## config.mk

```make
export PLATFORM = sky130hd
export DESIGN_NAME = fetch_stage
export DESIGN_NICKNAME = d
export VERILOG_FILES = /design/src/rtl/fetch_stage.sv
export SDC_FILE = /design/constraint.sdc
export NUM_CORES = 1
export LEC_CHECK = 0
export ABC_AREA = 1
export ABC_CLOCK_PERIOD_IN_PS = 1300
export CAP_MARGIN = 20
export CORE_UTILIZATION = 38
export DETAILED_ROUTE_END_ITERATION = 7
export HOLD_SLACK_MARGIN = 0.06
export PLACE_DENSITY = 0.84
export REMOVE_ABC_BUFFERS = 1
export SYNTH_ARGS = -nofsm -noshare
export SYNTH_HDL_FRONTEND = slang
export SYNTH_SLANG_ARGS = --single-unit
export TNS_END_PERCENT = 1
```

## constraint.sdc

```tcl
create_clock -name clk -period 1.3 [get_ports clk]
set_input_delay 0.26 -clock clk [delete_from_list [all_inputs] [get_ports clk]]
set_output_delay 0.26 -clock clk [all_outputs]
set_load 0.1 [all_outputs]
```

## src/rtl/fetch_stage.sv

```systemverilog
// Instruction-fetch stage: PC register, IF/ID pipeline register, EX redirect/flush and stall handling.
// Optional stall/flush statistics counters are built when FETCH_STATS_EN is defined.
module fetch_stage #(
  parameter logic [31:0] RESET_PC  = 32'h0000_0000,
  parameter logic [31:0] NOP_INSTR = 32'h0000_0000
) (
  input  logic        clk,
  input  logic        reset_n,
  input  logic        PcWrite,
  input  logic        IF_ID_Write,
  input  logic        Redirect,
  input  logic [31:0] Redirect_Target,
  output logic [31:0] imem_addr,
  input  logic [31:0] imem_data,
  output logic [31:0] pc,
  output logic [31:0] IF_ID_Instr,
  output logic [31:0] IF_ID_PcPlus4,
  output logic        IF_ID_Valid,
  output logic        Misaligned,
  output logic [15:0] StallCount,
  output logic [15:0] FlushCount
);

  typedef enum logic [0:0] {
    BOOT = 1'b0,
    RUN  = 1'b1
  } fetch_state_e;

  fetch_state_e r_state;
  fetch_state_e w_state_nxt;

  logic [31:0] r_pc;
  logic [31:0] r_instr;
  logic [31:0] r_pc_plus4;
  logic        r_valid;
  logic        r_misaligned;

  logic [31:0] w_pc_nxt;
  logic [31:0] w_instr_nxt;
  logic [31:0] w_pc_plus4_nxt;
  logic        w_valid_nxt;
  logic        w_misaligned_nxt;
  logic [31:0] w_pc_inc;
  logic        w_stall_evt;
  logic        w_flush_evt;

  assign w_pc_inc = r_pc + 32'd4;

  always_ff @(posedge clk or negedge reset_n) begin
    if (!reset_n) begin
      r_state      <= BOOT;
      r_pc         <= RESET_PC;
      r_instr      <= NOP_INSTR;
      r_pc_plus4   <= 32'h0000_0000;
      r_valid      <= 1'b0;
      r_misaligned <= 1'b0;
    end else begin
      r_state      <= w_state_nxt;
      r_pc         <= w_pc_nxt;
      r_instr      <= w_instr_nxt;
      r_pc_plus4   <= w_pc_plus4_nxt;
      r_valid      <= w_valid_nxt;
      r_misaligned <= w_misaligned_nxt;
    end
  end

  // BOOT spends one edge letting imem_data settle for RESET_PC; redirects there are dropped.
  always_comb begin
    w_state_nxt      = r_state;
    w_pc_nxt         = r_pc;
    w_instr_nxt      = r_instr;
    w_pc_plus4_nxt   = r_pc_plus4;
    w_valid_nxt      = r_valid;
    w_misaligned_nxt = 1'b0;
    w_stall_evt      = 1'b0;
    w_flush_evt      = 1'b0;
    case (r_state)
      BOOT: begin
        w_state_nxt = RUN;
      end
      RUN: begin
        w_state_nxt = RUN;
        if (Redirect) begin
          // The stalled instruction is wrong-path, so redirect beats both stall controls.
          w_pc_nxt         = {Redirect_Target[31:2], 2'b00};
          w_instr_nxt      = NOP_INSTR;
          w_pc_plus4_nxt   = 32'h0000_0000;
          w_valid_nxt      = 1'b0;
          w_misaligned_nxt = |Redirect_Target[1:0];
          w_flush_evt      = 1'b1;
        end else begin
          if (PcWrite) begin
            w_pc_nxt = w_pc_inc;
          end else begin
            w_pc_nxt    = r_pc;
            w_stall_evt = 1'b1;
          end
          if (IF_ID_Write) begin
            w_instr_nxt    = imem_data;
            w_pc_plus4_nxt = w_pc_inc;
            w_valid_nxt    = 1'b1;
          end else begin
            w_instr_nxt    = r_instr;
            w_pc_plus4_nxt = r_pc_plus4;
            w_valid_nxt    = r_valid;
          end
        end
      end
      default: begin
        w_state_nxt = BOOT;
      end
    endcase
  end

`ifdef FETCH_STATS_EN
  function automatic logic [15:0] sat_inc16(input logic [15:0] value);
    return (value == 16'hFFFF) ? value : (value + 16'd1);
  endfunction

  logic [15:0] r_stall_cnt;
  logic [15:0] r_flush_cnt;

  always_ff @(posedge clk or negedge reset_n) begin
    if (!reset_n) begin
      r_stall_cnt <= 16'h0000;
      r_flush_cnt <= 16'h0000;
    end else begin
      if (w_stall_evt) begin
        r_stall_cnt <= sat_inc16(r_stall_cnt);
      end
      if (w_flush_evt) begin
        r_flush_cnt <= sat_inc16(r_flush_cnt);
      end
    end
  end

  assign StallCount = r_stall_cnt;
  assign FlushCount = r_flush_cnt;
`else
  logic w_unused_stats;
  assign w_unused_stats = w_stall_evt ^ w_flush_evt;
  assign StallCount     = 16'h0000;
  assign FlushCount     = 16'h0000;
`endif

  assign pc            = r_pc;
  assign imem_addr     = r_pc;
  assign IF_ID_Instr   = r_instr;
  assign IF_ID_PcPlus4 = r_pc_plus4;
  assign IF_ID_Valid   = r_valid;
  assign Misaligned    = r_misaligned;

endmodule
```

==> metrics.txt <==
status=finished, violations left; failing checks=setup timing; area of the multi-input gates=2200 um^2; CTS tree=done; max cap viols=0; clk buf depth=2; IO buf count=194; layout cells sized above 1=0.340; CTS H-tree lvls=3; cell count after placement=958; Setup WS post-layout=-0.225 ns; arrival time at the worst endpoint=1.79 ns; Mapped Cells=589; Remaining DRCs=0; Post-DP HPWL=12,000 um; first-pass GRT wire length=26,400 um; Final nets=871; clk slew on worst S/H paths=0.07 ns; CTS root buffer=clkbuf_16; period utilization=1.17; peak supply drop=986 uV; largest net degree at the start of global routing=69; vias in the first global route=4,896; Cell variety after synth=31; register area share after synthesis=0.472; final setup TNS=-13.24 ns; Hold Vio Cnt, Final=0; Max Slew Vio Count=0; die footprint=13,900 um^2; Seq cells post-synth=96; Worst-Skew Late Latency=0.35 ns; DIE WIDTH=118 um; Final Critical Period=1.53 ns; RSZ-0062 raised after global routing=true; Routability Congestion=0.898; CTS buffer count=9; Reg area=2410 um^2; pwr dens=1730 nW/um^2; worst hold slack=0.483 ns; Least-Margin Pin Slew=0.735 ns; DRT antenna net count=0; CP Max Fanout=7; FMAX=656 MHz; Min-Delay Path Class=in2reg; Via Count=4,889; DRT Wirelength=16,500 um; Pre-Repair DR Iteration Count=5; number of fill cells=867; I/O pin count=231; Place WS=-0.856 ns; flop2flop setup slack=-0.23 ns; Final Non-Filler Cells=979; Req. time, crit path=1.57 ns; Initial DRC Count=300; Synth warnings=0; Layout area overhead=78.9%; total gr overflow=0; max_slew headroom=0.509; final setup vio count=145; GRT Total Usage=0.241; core area=12,800 um^2; Max Clock Skew=0.00726 ns; crit path kind=reg2reg; Starting Density=0.397; Design Power=15.8 mW; cell area after synthesis=5090 um^2; Mean Syn Cell Area=8.65 um^2; row count=41; Leak=4.22 nW; initial antenna violation count=0; routed len/inst=16.8 um; CP startpoint kind=flip-flop; # clock sinks=96; Die Span Y=118 um; Avg Vias per Cell=4.99; Critical Path End Type=flip-flop
per-stage QoR:
stage               area [um^2]  utilization
global route               9110        0.710
global placement           8520        0.664
detailed placement         8520        0.664
CTS                        9020        0.703
finish                     9110        0.710
floorplan                  4600            -
metal layers:
metal	vias up	global-route usage	routed length, um
met4	0	0.106	463
met2	243	0.406	8300
met3	36	0.0431	1030
met1	2343	0.302	6680
li1	2267	-	-
met5	-	0	0
synth_stat cells:
master	count	area [um^2]
a21oi_2	7	61.3
nand3b_1	2	15.0
inv_2	2	7.51
o21ai_0	28	140
a22oi_1	11	82.6
ha_1	1	12.5
nand3_1	30	150
o21ai_1	4	20.0
dfrtp_1	96	2400
a21oi_1	40	200
and2_1	2	12.5
nor2_4	6	67.6
xnor2_1	2	17.5
nand2_2	4	25.0
o21bai_1	1	7.51
nand3_2	6	60.1
buf_4	69	518
clkbuf_1	8	30.0
conb_1	2	7.51
clkinv_1	1	3.75
nand2_4	2	22.5
o21ai_2	7	61.3
nor2_2	4	25.0
xor2_1	1	8.76
buf_2	15	75.1
nand2_1	117	439
nor3_1	1	5.00
inv_1	35	131
nor2_1	51	191
a22o_1	32	280
a31oi_1	2	12.5
critical path: stages (launching register included):
cell,delay [ns]
dfrtp_1,0.39
ha_2,0.23
nand2_4,0.07
nor2_4,0.11
nand2_4,0.11
buf_4,0.16
xor2_1,0.12
nand2_1,0.10
a22oi_1,0.15
worst paths after layout:
check / from / end / cells after the start
worst max-delay path: imem_addr[2] / imem_addr[10] / 8
worst min-delay path: IF_ID_Write / IF_ID_PcPlus4[1] / 6
worst max register to register: imem_addr[2] / imem_addr[10] / 8
worst min register to register: IF_ID_PcPlus4[22] / IF_ID_PcPlus4[22] / 2
max in group asynchronous: reset_n / imem_addr[31] / 3
min in group asynchronous: reset_n / IF_ID_PcPlus4[1] / 3
where the power goes:
part	leakage, nW	switching [mW]	internal, mW	total, mW
clock network	0.129	1.17	1.36	2.53
logic	2.89	6.23	3.21	9.43
registers	1.20	0.464	3.38	3.84
total	4.22	7.86	7.94	15.8
cell families after synthesis:
logic type	share of synthesized area
AND/OR/NAND/NOR	0.199
AO/OA/AOI/OAI	0.170
buffers and inverters	0.150
flip-flops	0.472
XOR/XNOR	0.00516
other	0.00147
adder cells (fa/ha/maj)	0.00246
layout by cell type, fill, tap and decap left out, types with 2 or more instances in the layout:
cell / Yosys / final
buf_12: 0 / 131
nand2_1: 117 / 115
dfrtp_1: 96 / 92
clkdlybuf4s50_1: 0 / 65
nor2_1: 51 / 45
a21oi_1: 40 / 38
conb_1: 2 / 37
a22o_1: 32 / 32
inv_1: 35 / 32
buf_6: 0 / 31
buf_4: 69 / 28
nand3_1: 30 / 24
o21ai_1: 4 / 19
nand3_2: 6 / 11
o21ai_0: 28 / 11
nor2_4: 6 / 10
o21ai_2: 7 / 9
a21oi_2: 7 / 9
clkbuf_16: 0 / 9
a22oi_1: 11 / 7
nor2_2: 4 / 6
dfrtp_2: 0 / 4
nand2_2: 4 / 4
inv_2: 2 / 4
nand2_4: 2 / 4
a22oi_2: 0 / 4
and2_1: 2 / 2
nand3b_1: 2 / 2
a31oi_1: 2 / 2
clkinvlp_4: 0 / 2
clkbuf_1: 8 / 2
timing repair:
| item | in CTS | in global routing |
|---|---|---|
| endpoints found under the setup margin | 154 | 151 |
| hold buffers | 1 | 0 |
| resized for setup | 67 | 26 |
| endpoints found under the hold margin | 96 | 0 |
| buffers inserted | 3 | 0 |
| pin swaps | 21 | 13 |
cell type report:
| class | instances | area share |
|---|---|---|
| sequential | 96 | 0.264 |
| antenna | 1 | 0.000275 |
| clock inverter | 4 | 0.00316 |
| timing repair buffer | 258 | 0.424 |
| multi-input combinational | 398 | 0.242 |
| inverter | 38 | 0.0159 |
| clock buffer | 12 | 0.0271 |
| tap | 172 | 0.0236 |
flip-flops by register name (all words and copies together), names as in the netlist:
| register | count |
|---|---|
| imem_addr | 30 |
| Misaligned | 1 |
| IF_ID_PcPlus4 | 31 |
| IF_ID_Valid | 1 |
| IF_ID_Instr | 32 |
| r_state | 1 |
No activity file was read; power rests on OpenSTA's default activity.
